===== src/rtl/johnson_pkg.sv =====
// Shared constants and pattern helpers for the Johnson counter.
// Build option: JOHNSON_SELF_CORRECT_EN (see johnson_counter_n).
package johnson_pkg;

  localparam int MAX_WIDTH = 16;

  // Pattern of phase p for a w-bit ring.
  function automatic logic [MAX_WIDTH-1:0]
    pat_encode(input int w, input int p);
    logic [MAX_WIDTH-1:0] r;
    int k;
    r = '0;
    k = p - w + 1;
    for (int i = 0; i < MAX_WIDTH; i++) begin
      if (i < w) begin
        if (p < w)
          r[i] = (i >= w - 1 - p);
        else
          r[i] = (i < w - k);
      end
    end
    return r;
  endfunction

  // True when v is one of the 2*w legal patterns.
  function automatic logic
    is_legal(input int w,
             input logic [MAX_WIDTH-1:0] v);
    for (int p = 0; p < 2 * w; p++) begin
      if (v == pat_encode(w, p))
        return 1'b1;
    end
    return 1'b0;
  endfunction

endpackage


===== src/rtl/johnson_counter_n_decode.sv =====
// Pattern-to-phase decoder, purely combinational.
// Illegal patterns decode to phase 0.
module johnson_phase_decode
  import johnson_pkg::*;
#(
  parameter int WIDTH = 4,
  localparam int PW = $clog2(2 * WIDTH)
) (
  input  logic [WIDTH-1:0] q,
  output logic [PW-1:0]    phase,
  output logic             illegal
);

  logic [MAX_WIDTH-1:0] qf;
  logic [MAX_WIDTH-1:0] pf;

  // Zero-extend q for the legality check.
  always_comb begin
    qf = '0;
    qf[WIDTH-1:0] = q;
    illegal = ~is_legal(WIDTH, qf);
  end

  // Search the ring for the matching phase.
  always_comb begin
    phase = '0;
    pf = '0;
    for (int p = 0; p < 2 * WIDTH; p++) begin
      pf = pat_encode(WIDTH, p);
      if (q == pf[WIDTH-1:0])
        phase = PW'(p);
    end
  end

endmodule


===== src/rtl/johnson_counter_n.sv =====
// Bidirectional Johnson counter with phase load.
// Define JOHNSON_SELF_CORRECT_EN to recover illegal states.
module johnson_counter_n
  import johnson_pkg::*;
#(
  parameter int WIDTH = 4,
  localparam int PW = $clog2(2 * WIDTH)
) (
  input  logic             clk,
  input  logic             rst,
  input  logic             en,
  input  logic             up,
  input  logic             load,
  input  logic [PW-1:0]    load_phase,
  output logic [WIDTH-1:0] q,
  output logic [PW-1:0]    phase,
  output logic             wrap,
  output logic             err
);

  localparam logic [MAX_WIDTH-1:0] P0F =
    pat_encode(WIDTH, 0);
  localparam logic [WIDTH-1:0] P0 =
    P0F[WIDTH-1:0];
  localparam logic [PW-1:0] LAST =
    PW'(2 * WIDTH - 1);

  logic [WIDTH-1:0]     q_r;
  logic [WIDTH-1:0]     q_next;
  logic [WIDTH-1:0]     fwd;
  logic [WIDTH-1:0]     rev;
  logic [MAX_WIDTH-1:0] lpf;
  logic [PW-1:0]        ph;
  logic                 illegal;
  logic                 corr;

  johnson_phase_decode #(
    .WIDTH(WIDTH)
  ) u_dec (
    .q      (q_r),
    .phase  (ph),
    .illegal(illegal)
  );

`ifdef JOHNSON_SELF_CORRECT_EN
  assign corr = illegal;
  assign err  = illegal;
`else
  logic unused_illegal;
  assign unused_illegal = illegal;
  assign corr = 1'b0;
  assign err  = 1'b0;
`endif

  assign fwd = {~q_r[0], q_r[WIDTH-1:1]};
  assign rev = {q_r[WIDTH-2:0], ~q_r[WIDTH-1]};

  // Out-of-range load phases fall back to phase 0.
  always_comb begin
    lpf = '0;
    if (int'(load_phase) < 2 * WIDTH)
      lpf = pat_encode(WIDTH, int'(load_phase));
    else
      lpf = P0F;
  end

  // Next-state mux: load, then recovery, then step.
  always_comb begin
    q_next = q_r;
    priority case (1'b1)
      load:      q_next = lpf[WIDTH-1:0];
      corr:      q_next = P0;
      en && up:  q_next = fwd;
      en && !up: q_next = rev;
      default:   q_next = q_r;
    endcase
  end

  // Pattern register with synchronous reset.
  always_ff @(posedge clk) begin
    if (rst)
      q_r <= P0;
    else
      q_r <= q_next;
  end

  assign q     = q_r;
  assign phase = ph;
  assign wrap  = en & ~load & ~err &
                 (up ? (ph == LAST)
                     : (ph == '0));

endmodule

===== config.mk =====
export PLATFORM = sky130hd
export DESIGN_NAME = johnson_counter_n
export DESIGN_NICKNAME = d
export VERILOG_FILES = /design/src/rtl/johnson_pkg.sv /design/src/rtl/johnson_counter_n_decode.sv /design/src/rtl/johnson_counter_n.sv
export SDC_FILE = /design/constraint.sdc
export NUM_CORES = 1
export LEC_CHECK = 0
export BUFFER_PORTS_ARGS = -buffer_cell sky130_fd_sc_hd__buf_2
export CAP_MARGIN = 5
export CORE_AREA = 2 2 39 41
export DETAILED_ROUTE_END_ITERATION = 6
export DIE_AREA = 0 0 41 43
export GPL_TIMING_DRIVEN = 1
export PLACE_DENSITY = 0.61
export REMOVE_ABC_BUFFERS = 1
export SLEW_MARGIN = 20
export SYNTH_ARGS = -nofsm -noshare
export SYNTH_HDL_FRONTEND = slang
export SYNTH_SLANG_ARGS = --single-unit
export TNS_END_PERCENT = 10

===== constraint.sdc =====
create_clock -name clk -period 1.8 [get_ports clk]
set_clock_uncertainty 0.05 [all_clocks]
set_input_delay 0.54 -clock clk [delete_from_list [all_inputs] [get_ports clk]]
set_output_delay 0.54 -clock clk [all_outputs]
set_load 0.02 [all_outputs]

==> tab_implementation.tex, run 1 <==
\begin{tabular}{lr}
\hline
Metric & Value \\
\hline
\multicolumn{2}{l}{\textbf{Synth}} \\
\quad EDFF count, synth & 0 \\
\quad Mean Syn Cell Area & 7.13 um\^{}2 \\
\quad Share of Yosys cell area claimed by the top area cell type & 0.201 \\
\quad Dominant combinational cell family by area after synthesis & simple AND/OR/NAND/NOR gates \\
\quad Async SR Flop Fraction & 0 \\
\quad Portion of netlist area occupied by mux cells & 0.0878 \\
\quad Library cell occupying the most area in the post-synthesis netlist & dfxtp\_1 \\
\quad Number of distinct library cell variants in the gate-level netlist after synthesis & 24 \\
\quad Area contributors post-synth & dfxtp\_1 (20\%), xor2\_1 (8.8\%), nand2\_1 (6.6\%) \\
\quad Number of warnings printed during yosys synthesis & 0 \\
\quad \#FFs+latches synth & 4 \\
\quad Cell count after synthesis & 56 \\
\quad Post-Syn Area & 399 um\^{}2 \\
\quad Synthesized-area fraction occupied by ao, oa, aoi and oai cells & 0.219 \\
\quad Synthesized-area fraction occupied by adder cells & 0 \\
\quad Simple logic cell fraction of the synthesized area & 0.263 \\
\quad Synth Area in XOR/XNOR & 0.0878 \\
\quad Sequential-to-total area share from yosys stat & 0.201 \\
\quad Commonest register cell after synthesis & dfxtp\_1 \\
\multicolumn{2}{l}{\textbf{Layout}} \\
\quad Final antenna diode count & 0 \\
\quad Fin nets & 86 \\
\quad Flip-flop count of the largest register after layout & 4 \\
\quad Share of final-layout standard cells stronger than drive strength 1 & 0.408 \\
\quad Final standard cell utilization of the core & 0.395 \\
\quad Layout fillers & 146 \\
\quad Finished Layout Cells & 92 \\
\quad P\&R area growth vs syn & 37.0\% \\
\multicolumn{2}{l}{\textbf{Critical path}} \\
\quad Arrival time worst endpoint & 1520 ps \\
\quad Type of the worst setup path & register to output pin \\
\quad Critical path launch point type & register \\
\quad Data required time of the critical path & 1210 ps \\
\quad Critical Path End Type & output pin \\
\quad Critical path peak fanout & 3 \\
\multicolumn{2}{l}{\textbf{Floorplanning}} \\
\quad Initial core utilization & 0.288 \\
\quad I/O pin count & 17 \\
\quad Die span in x & 41 um \\
\quad Total die area & 1760 um\^{}2 \\
\quad Die outline height & 43 um \\
\quad Core region area & 1380 um\^{}2 \\
\quad Placement Rows & 14 \\
\multicolumn{2}{l}{\textbf{Clock network}} \\
\quad Buffer cell driving the clock tree root & clkbuf\_4 \\
\quad TritonCTS clock tree & built \\
\quad Clock-pin slew on the worst setup and hold paths & 40 ps \\
\quad Cts bufs inserted & 3 \\
\quad Post-CTS setup buffer count & 0 \\
\quad CTS H-tree lvls & 1 \\
\quad Max clock buf depth & 2 \\
\quad Clock latency on the worst-skew pair & 230 ps \\
\quad Total clock sinks & 4 \\
\multicolumn{2}{l}{\textbf{Global routing}} \\
\quad Global-route wire length before repair & 1440 um \\
\quad GRT Util Overall & 0.122 \\
\quad Antenna violations before repair & 0 \\
\quad Largest net degree at the start of global routing & 10 \\
\quad Total congestion overflow after global routing & 0 \\
\quad Number of global-route vias before repair & 367 \\
\multicolumn{2}{l}{\textbf{Routing}} \\
\quad Routed wire per std cell & 9.90 um \\
\quad DRC violations left & 0 \\
\quad Aggregate routed wire length & 911 um \\
\quad Final antenna-violating net count & 0 \\
\quad First-iteration detailed-routing DRC count & 14 \\
\quad First drt pass iteration count & 4 \\
\quad Total vias in the final route & 437 \\
\quad Via density & 4.75 \\
\multicolumn{2}{l}{\textbf{Placed design}} \\
\quad Number of placed instances, taps included & 89 \\
\quad Placed wire-length estimate after detailed placement & 754 um \\
\quad Gpl congestion & 0.767 \\
\quad Buffers on Ports & 15 \\
\multicolumn{2}{l}{\textbf{Timing}} \\
\quad Number of slew-limit violations in the final report & 0 \\
\quad Unrepaired setup endpoints after global routing & yes \\
\quad Smallest setup slack after layout & -314 ps \\
\quad Highest achievable clock rate & 473 MHz \\
\quad Fin crit share & 1.17 \\
\quad Setup violations, final & 2 \\
\quad Crit path time final & 2110 ps \\
\quad Final number of hold-violating endpoints & 0 \\
\multicolumn{2}{l}{\textbf{Run}} \\
\quad Max\_cap viols & 0 \\
\multicolumn{2}{l}{\textbf{Status}} \\
\quad Failing checks & setup timing \\
\quad Outcome & finished with violations \\
\multicolumn{2}{l}{\textbf{Pwr}} \\
\quad Static Leak & 0.279 nW \\
\quad Pwr per Cell Area & 662 nW/um\^{}2 \\
\quad Worst vdd ir & 0.246 mV \\
\multicolumn{2}{l}{\textbf{Min path}} \\
\quad Type of the most critical hold path & input pin to register \\
\hline
\end{tabular}
[where the power goes]
| group | switching (W) | internal, W |
|---|---|---|
| logic | 0.0000774 | 0.0000681 |
| clock network | 0.0000356 | 0.0000745 |
| registers | 0.00000878 | 0.0000975 |
[routing by layer]
layer | global-route usage | vias to the layer above | part of all wire
met5 | 0 | - | 0
met4 | 0.0800 | 0 | 0.014
met3 | 0.0314 | 2 | 0.067
met2 | 0.175 | 17 | 0.46
met1 | 0.154 | 188 | 0.46
li1 | - | 230 | -
[Yosys cell counts (all sizes together), types with 2 or more instances]
cell type  n
xor2       4
o21ai      2
inv        2
dfxtp      4
mux2i      2
a211o      2
nand3      3
or3        2
nand2      7
buf        6
nand2b     3
nor2       7
a21oi      3
[kinds of logic (layout without fill, tap and decap cells)]
kind of cell / after synthesis / after routing
other: 1 / 1
buffers and inverters: 9 / 29
AND/OR/NAND/NOR: 23 / 23
multiplexers: 3 / 3
AO/OA/AOI/OAI: 12 / 12
XOR/XNOR: 4 / 4
flip-flops: 4 / 4
[placed cells by master, fill, tap and decap left out, types with 2 or more instances in the layout]
master,synthesis,layout
a211o_1,2,2
a21oi_1,3,3
buf_2,3,13
buf_4,2,11
clkbuf_4,0,3
dfxtp_1,4,2
dfxtp_2,0,2
inv_1,2,2
mux2i_1,2,2
nand2_1,7,7
nand2b_1,3,3
nand3_1,3,3
nor2_1,7,7
o21ai_0,2,2
or3_1,2,2
xor2_1,4,4
[worst max-delay path, cell delays in order (launching register included)]
cell	delay, ps
dfxtp_2	340
mux2_4	300
a221o_1	310
a211oi_2	180
buf_4	170
[final timing paths]
path / startpoint / to / slack (ps) / depth (start not counted)
worst max-delay path: q[0] / wrap / -310 / 4
worst min-delay path: rst / q[1] / 480 / 2
worst max register to register: q[2] / q[1] / 630 / 4
worst min register to register: q[3] / q[3] / 630 / 3
[layout make-up]
type	instances	area [um^2]	share of cell area
Multi-Input combinational cell	43	267	0.487
Sequential cell	4	82.6	0.151
Tap cell	16	20.0	0.0366
Timing Repair Buffer	24	148	0.270
Clock buffer	3	22.5	0.0412
Inverter	2	7.51	0.0137
[per-stage QoR]
stage	setup WS, ps	area [um^2]	total power (W)	hold WS [ps]	TNS, ps
finish	-314	547	0.000362	476	-398
global route	-377	547	0.000395	476	-597
CTS	-321	547	0.000366	469	-418
detailed placement	-150	517	0.000251	628	-150
global placement	-116	517	0.000248	609	-116
floorplan	-354	354	0.000185	559	-354
[timing repair]
action | CTS | global route
hold buffers | 0 | 0
setup endpoints to repair | 2 | 3
resized for setup | 4 | 0
pin swaps | 1 | 0
No activity file was read; power rests on OpenSTA's default activity.
==> run 2, diff against run 1 <==
--- a/config.mk
+++ b/config.mk
@@ -11,7 +11,7 @@
 export DETAILED_ROUTE_END_ITERATION = 6
 export DIE_AREA = 0 0 41 43
 export GPL_TIMING_DRIVEN = 1
-export PLACE_DENSITY = 0.61
+export PLACE_DENSITY = 0.59
 export REMOVE_ABC_BUFFERS = 1
 export SLEW_MARGIN = 20
 export SYNTH_ARGS = -nofsm -noshare
==> constraint.sdc (replaced) <==
create_clock -name clk -period 2.5 [get_ports clk]
set_clock_uncertainty 0.05 [all_clocks]
set_input_delay 0.75 -clock clk [delete_from_list [all_inputs] [get_ports clk]]
set_output_delay 0.75 -clock clk [all_outputs]
set_load 0.02 [all_outputs]
==> run 2 against run 1 <==
- sequential power shrank 26%
- via count decreased by 11%
- die area is the same
- critical endpoint unchanged
- first-iteration DRC count is 79% lower
- worst setup slack improved by 440 ps
- largest cell class unchanged
- critical path type unchanged
- critical path depth rose by 1
- clock power decreased by 29%
- the run now ends clean
- count of clock-buffer cells in the layout stayed put
- sequential share of layout area grew 1.8 points
==> tab_implementation.tex, run 2 (same netlist as run 1, synthesis figures left out) <==
\begin{tabular}{lr}
\hline
Metric & Value \\
\hline
\multicolumn{2}{l}{\textbf{Floorplanning}} \\
\quad Placement Rows & 14 \\
\quad Initial core utilization & 0.288 \\
\quad I/O pin count & 17 \\
\quad Die span in x & 41 um \\
\quad Total die area & 1760 um\^{}2 \\
\quad Die outline height & 43 um \\
\quad Core region area & 1380 um\^{}2 \\
\multicolumn{2}{l}{\textbf{Global routing}} \\
\quad Largest net degree at the start of global routing & 12 \\
\quad GRT Util Overall & 0.110 \\
\quad Antenna violations before repair & 0 \\
\quad Total congestion overflow after global routing & 0 \\
\quad Number of global-route vias before repair & 310 \\
\quad Global-route wire length before repair & 1280 um \\
\multicolumn{2}{l}{\textbf{Timing}} \\
\quad Highest achievable clock rate & 421 MHz \\
\quad Unrepaired setup endpoints after global routing & no \\
\quad Crit path time final & 2370 ps \\
\quad Number of slew-limit violations in the final report & 0 \\
\quad Total Negative Setup Slacks & 0 ps \\
\quad Fin crit share & 0.949 \\
\quad Smallest setup slack after layout & 127 ps \\
\quad Final number of hold-violating endpoints & 0 \\
\quad Setup violations, final & 0 \\
\multicolumn{2}{l}{\textbf{Pwr}} \\
\quad Combinational share of power & 0.357 \\
\quad Sequential group share of total power & 0.323 \\
\quad Switching power summed over all nets & 0.0000828 W \\
\quad Worst vdd ir & 0.267 mV \\
\quad Static Leak & 0.244 nW \\
\quad Portion of total power attributed to the clock network & 0.319 \\
\quad Pwr per Cell Area & 499 nW/um\^{}2 \\
\quad Total Power Consumption & 0.000244 W \\
\quad Cell internal pwr & 0.000161 W \\
\quad Switching Share & 0.339 \\
\multicolumn{2}{l}{\textbf{Clock network}} \\
\quad CTS H-tree lvls & 1 \\
\quad Clock-pin slew on the worst setup and hold paths & 40 ps \\
\quad Clock latency on the worst-skew pair & 230 ps \\
\quad Buffer cell driving the clock tree root & clkbuf\_4 \\
\quad Max clock buf depth & 2 \\
\quad Total clock sinks & 4 \\
\quad Hold-fix buffers, CTS & 0 \\
\quad Cts bufs inserted & 3 \\
\quad TritonCTS clock tree & built \\
\multicolumn{2}{l}{\textbf{Routing}} \\
\quad Total vias in the final route & 390 \\
\quad First-iteration detailed-routing DRC count & 3 \\
\quad Final antenna-violating net count & 0 \\
\quad DRC violations left & 0 \\
\quad Routed wire per std cell & 9.74 um \\
\quad Aggregate routed wire length & 828 um \\
\quad Via density & 4.59 \\
\quad First drt pass iteration count & 3 \\
\multicolumn{2}{l}{\textbf{Critical path}} \\
\quad Critical Path End Type & output pin \\
\quad Critical path launch point type & register \\
\quad Type of the worst setup path & register to output pin \\
\quad Data required time of the critical path & 1700 ps \\
\quad Critical path peak fanout & 7 \\
\quad Arrival time worst endpoint & 1570 ps \\
\multicolumn{2}{l}{\textbf{Layout}} \\
\quad Fin nets & 79 \\
\quad P\&R area growth vs syn & 22.6\% \\
\quad Final antenna diode count & 0 \\
\quad Share of final-layout standard cells stronger than drive strength 1 & 0.348 \\
\quad Cell area after layout & 489 um\^{}2 \\
\quad Most frequent standard cell in the layout excluding fill and tap cells & buf\_2 \\
\quad Flip-flop count of the largest register after layout & 4 \\
\quad Most frequent cells in the layout & buf\_2 (15), nor2\_1 (7), nand2\_1 (7), xor2\_1 (4) \\
\quad Final standard cell utilization of the core & 0.354 \\
\quad Layout fillers & 153 \\
\multicolumn{2}{l}{\textbf{Status}} \\
\quad Outcome & finished, final reports clean \\
\multicolumn{2}{l}{\textbf{Run}} \\
\quad Max\_cap viols & 0 \\
\multicolumn{2}{l}{\textbf{Placed design}} \\
\quad Worst slack after detailed placement & 133 ps \\
\quad Post-Place Cell Area & 464 um\^{}2 \\
\quad Buffers on Ports & 15 \\
\quad Placed wire-length estimate after detailed placement & 647 um \\
\quad Gpl congestion & 0.639 \\
\multicolumn{2}{l}{\textbf{Min path}} \\
\quad Type of the most critical hold path & register to register \\
\hline
\end{tabular}
## run 2: power groups by stage
stage	clock network, W	logic [W]	registers, W
3_3_place_gp	0	0.0000876	0.0000792
6_report	0.0000780	0.0000873	0.0000789
2_1_floorplan	0	0.0000451	0.0000880
5_1_grt	0.0000877	0.0000978	0.0000802
4_1_cts	0.0000819	0.0000881	0.0000784
3_5_place_dp	0	0.0000880	0.0000794
## run 2: critical path, stage by stage, from the launching register on
cell and delay [ps]:
dfxtp_1 310, buf_4 160, nand2b_1 150, a221o_1 330, a211oi_2 200, buf_2 190
## run 2: final timing paths
path / from / endpoint / slack [ps] / cells past startpoint
setup / recovery: q[0] / wrap / 130 / 5
hold / removal: q[3] / q[3] / 510 / 2
setup reg to reg: q[0] / q[1] / 1380 / 4
hold reg to reg: q[3] / q[3] / 510 / 2
## run 2: area by class of cell
cell class / count / area (um^2) / area share
clock buffers: 3 / 22.5 / 0.0460
inverters: 2 / 7.51 / 0.0153
well taps: 16 / 20.0 / 0.0409
repair buffers: 17 / 90.1 / 0.184
multi-input cells: 43 / 267 / 0.545
flip-flops and latches: 4 / 82.6 / 0.169
## run 2: through the flow
stage          std cells  hold slack [ps]
3_3_place_gp          82              590
2_1_floorplan         49              593
6_report              85              511
3_5_place_dp          82              578
4_1_cts               85              583
5_1_grt               85              546
## run 2: what timing repair did
item                                    in CTS  in global routing
buffers inserted                             0                  0
endpoints found under the setup margin       0                  1
gates resized for setup                      0                  2
## run 2: layer usage
metal	global-route usage	wire length [um]	vias to the layer above	share of wire
met4	0.0400	0	0	0
met2	0.150	328	18	0.40
met1	0.139	436	155	0.53
met5	0	0	-	0
li1	-	-	217	-
met3	0.0628	62	0	0.075
==> run 3, diff against run 2 <==
--- a/config.mk
+++ b/config.mk
@@ -5,13 +5,14 @@
 export SDC_FILE = /design/constraint.sdc
 export NUM_CORES = 1
 export LEC_CHECK = 0
+export ABC_AREA = 1
 export BUFFER_PORTS_ARGS = -buffer_cell sky130_fd_sc_hd__buf_2
 export CAP_MARGIN = 5
 export CORE_AREA = 2 2 39 41
 export DETAILED_ROUTE_END_ITERATION = 6
 export DIE_AREA = 0 0 41 43
 export GPL_TIMING_DRIVEN = 1
-export PLACE_DENSITY = 0.59
+export PLACE_DENSITY = 0.58
 export REMOVE_ABC_BUFFERS = 1
 export SLEW_MARGIN = 20
 export SYNTH_ARGS = -nofsm -noshare
==> run 3 against run 2 <==
- critical path depth increased by 2
- global-route usage increased by 0.60 points
- sequential power increased by 1%
- critical path type is now input pin to output pin
- critical endpoint unchanged
==> tab_implementation.tex, run 3 <==
\begin{tabular}{lr}
\hline
Metric & Value \\
\hline
\multicolumn{2}{l}{\textbf{Synth}} \\
\quad Post-Syn Area & 379 um\^{}2 \\
\quad Most frequent cell after synthesis & nand2\_1 \\
\quad Dominant combinational cell family by area after synthesis & simple AND/OR/NAND/NOR gates \\
\quad Synthesized-area fraction occupied by adder cells & 0 \\
\quad Share of Yosys cell area claimed by the top area cell type & 0.257 \\
\quad Sequential-to-total area share from yosys stat & 0.211 \\
\quad \#FFs+latches synth & 4 \\
\quad Synthesized-area fraction occupied by ao, oa, aoi and oai cells & 0.132 \\
\quad Area contributors post-synth & nand2\_1 (26\%), dfxtp\_1 (21\%), inv\_1 (9.9\%) \\
\quad Number of warnings printed during yosys synthesis & 0 \\
\quad Commonest register cell after synthesis & dfxtp\_1 \\
\quad Async SR Flop Fraction & 0 \\
\quad EDFF count, synth & 0 \\
\quad Portion of netlist area occupied by mux cells & 0 \\
\quad Simple logic cell fraction of the synthesized area & 0.436 \\
\quad Synth Area in XOR/XNOR & 0.0462 \\
\quad Mean Syn Cell Area & 5.34 um\^{}2 \\
\quad Library cell occupying the most area in the post-synthesis netlist & nand2\_1 \\
\quad Cell count after synthesis & 71 \\
\quad Cell types with the highest counts after synthesis & nand2\_1 (26), inv\_1 (10), nor2\_1 (8), nand3\_1 (5), dfxtp\_1 (4) \\
\quad Number of distinct library cell variants in the gate-level netlist after synthesis & 17 \\
\multicolumn{2}{l}{\textbf{Critical path}} \\
\quad Critical Path End Type & output pin \\
\quad Crit-path cells & buf\_2 > inv\_1 > nand3\_1 > nor2\_1 > nor2\_1 > nor2\_1 > buf\_2 \\
\quad Type of the worst setup path & input pin to output pin \\
\quad Worst flop-to-flop path startpoint & q[1] \\
\quad Slowest stage delay, CP & 160 ps \\
\quad Worst path buffer plus inverter count & 3 \\
\quad CP most frequent cell & nor2\_1 \\
\quad Setup slack of the most critical reg-to-reg path & 1500 ps \\
\quad Reg-to-reg endpoint & q[2] \\
\quad Family of cells with the greatest summed delay on the critical path & buffers and inverters \\
\quad Crit path max-delay cell type & buf\_2 \\
\quad Critical path launch point type & input pin \\
\quad Worst Reg-to-Reg Cells & 6 \\
\quad Critical path peak fanout & 4 \\
\quad Data required time of the critical path & 1700 ps \\
\quad Arrival time worst endpoint & 1450 ps \\
\multicolumn{2}{l}{\textbf{Global routing}} \\
\quad Largest net degree at the start of global routing & 9 \\
\quad Number of global-route vias before repair & 368 \\
\quad Total congestion overflow after global routing & 0 \\
\quad Antenna violations before repair & 0 \\
\quad Global-route wire length before repair & 1390 um \\
\quad GRT Util Overall & 0.116 \\
\multicolumn{2}{l}{\textbf{Clock network}} \\
\quad Count of instances resized after the clock tree is built & 0 \\
\quad Clock latency on the worst-skew pair & 230 ps \\
\quad Post-CTS setup buffer count & 0 \\
\quad Cts bufs inserted & 3 \\
\quad TritonCTS clock tree & built \\
\quad Max clock buf depth & 2 \\
\quad CTS H-tree lvls & 1 \\
\quad Buffer cell driving the clock tree root & clkbuf\_4 \\
\quad Hold-fix buffers, CTS & 0 \\
\quad Clock-pin slew on the worst setup and hold paths & 30 ps \\
\quad Total clock sinks & 4 \\
\multicolumn{2}{l}{\textbf{Pwr}} \\
\quad Portion of total power attributed to the clock network & 0.319 \\
\quad Worst vdd ir & 0.248 mV \\
\quad Sequential group share of total power & 0.330 \\
\quad Combinational share of power & 0.351 \\
\quad Pwr per Cell Area & 494 nW/um\^{}2 \\
\quad Switching power summed over all nets & 0.0000881 W \\
\quad Cell internal pwr & 0.000154 W \\
\quad Static Leak & 0.302 nW \\
\quad Total Power Consumption & 0.000242 W \\
\quad Switching Share & 0.364 \\
\multicolumn{2}{l}{\textbf{Placed design}} \\
\quad Placed wire-length estimate after detailed placement & 728 um \\
\quad Gpl congestion & 0.766 \\
\quad Buffers on Ports & 15 \\
\multicolumn{2}{l}{\textbf{Routing}} \\
\quad DRC violations left & 0 \\
\quad Total vias in the final route & 471 \\
\quad Via density & 4.53 \\
\quad First-iteration detailed-routing DRC count & 12 \\
\quad Final antenna-violating net count & 0 \\
\quad Aggregate routed wire length & 880 um \\
\quad Routed wire per std cell & 8.46 um \\
\quad First drt pass iteration count & 4 \\
\multicolumn{2}{l}{\textbf{Timing}} \\
\quad Total Negative Setup Slacks & 0 ps \\
\quad Unrepaired setup endpoints after global routing & no \\
\quad Number of slew-limit violations in the final report & 0 \\
\quad Crit path time final & 2250 ps \\
\quad Fin crit share & 0.900 \\
\quad Final number of hold-violating endpoints & 0 \\
\quad Setup violations, final & 0 \\
\quad Highest achievable clock rate & 444 MHz \\
\multicolumn{2}{l}{\textbf{Floorplanning}} \\
\quad Total die area & 1760 um\^{}2 \\
\quad I/O pin count & 17 \\
\quad Die outline height & 43 um \\
\quad Core region area & 1380 um\^{}2 \\
\quad Placement Rows & 14 \\
\quad Initial core utilization & 0.274 \\
\quad Die span in x & 41 um \\
\multicolumn{2}{l}{\textbf{Layout}} \\
\quad Final antenna diode count & 0 \\
\quad Flip-flop count of the largest register after layout & 4 \\
\quad P\&R area growth vs syn & 29.0\% \\
\quad Most frequent cells in the layout & nand2\_1 (26), buf\_2 (15), inv\_1 (10), nor2\_1 (8), nand3\_1 (5) \\
\quad Fin nets & 98 \\
\quad Most frequent standard cell in the layout excluding fill and tap cells & nand2\_1 \\
\quad Share of final-layout standard cells stronger than drive strength 1 & 0.250 \\
\multicolumn{2}{l}{\textbf{Min path}} \\
\quad Start point of the worst min-delay path & q[1] \\
\quad Capture endpoint of the worst hold path & q[1] \\
\quad Type of the most critical hold path & register to register \\
\quad Worst Hold Depth & 2 \\
\multicolumn{2}{l}{\textbf{Status}} \\
\quad Outcome & finished, final reports clean \\
\multicolumn{2}{l}{\textbf{Run}} \\
\quad Max\_cap viols & 0 \\
\hline
\end{tabular}
[run 3: worst register-to-register path: cells and delay by family (launching register included)]
family                 cells  cell delay (ps)
AO/OA/AOI/OAI              1               90
buffers and inverters      1               40
flip-flops                 1              480
AND/OR/NAND/NOR            4              280
[run 3: per-layer routing]
layer | share of wire | GRT usage | routed length (um) | vias to the layer above
li1 | - | - | - | 256
met1 | 0.48 | 0.139 | 418 | 199
met2 | 0.44 | 0.178 | 388 | 16
met3 | 0.082 | 0.0628 | 72 | 0
met4 | 0 | 0.0200 | 0 | 0
met5 | 0 | 0 | 0 | -
[run 3: cells by family (layout without fill, tap and decap cells)]
logic type	after synthesis	in the layout
AND/OR/NAND/NOR	41	41
buffers and inverters	15	32
AO/OA/AOI/OAI	8	8
flip-flops	4	4
XOR/XNOR	2	2
other	1	1
[run 3: power by group through the flow]
stage                clock, W  sequential [W]  combinational (W)
finish              0.0000771       0.0000798          0.0000849
global route        0.0000905       0.0000806          0.0000974
floorplan                   0       0.0000849          0.0000516
detailed placement          0       0.0000807          0.0000856
CTS                 0.0000803       0.0000796          0.0000859
global placement            0       0.0000806          0.0000853
[run 3: through the flow]
step	instances	instance area (um^2)	hold WS [ps]	utilization	setup WS [ps]
2_1_floorplan	70	372	576	-	374
3_5_place_dp	101	467	568	0.337	246
6_report	104	489	570	0.354	250
3_3_place_gp	101	467	565	0.337	252
4_1_cts	104	489	573	0.354	243
5_1_grt	104	489	616	0.354	159
[run 3: worst max path at each step]
stage / startpoint / end / slack [ps] / cells after the start
floorplan: up / wrap / 370 / 5
global placement: up / wrap / 250 / 7
detailed placement: up / wrap / 250 / 7
CTS: up / wrap / 240 / 7
global route: up / wrap / 160 / 7
finish: up / wrap / 250 / 7
[run 3: area by class of cell]
type	instances	area (um^2)
Fill cell	168	895
Timing Repair Buffer	15	75.1
Tap cell	16	20.0
Multi-Input combinational cell	52	236
Inverter	14	55.1
Sequential cell	4	80.1
Clock buffer	3	22.5
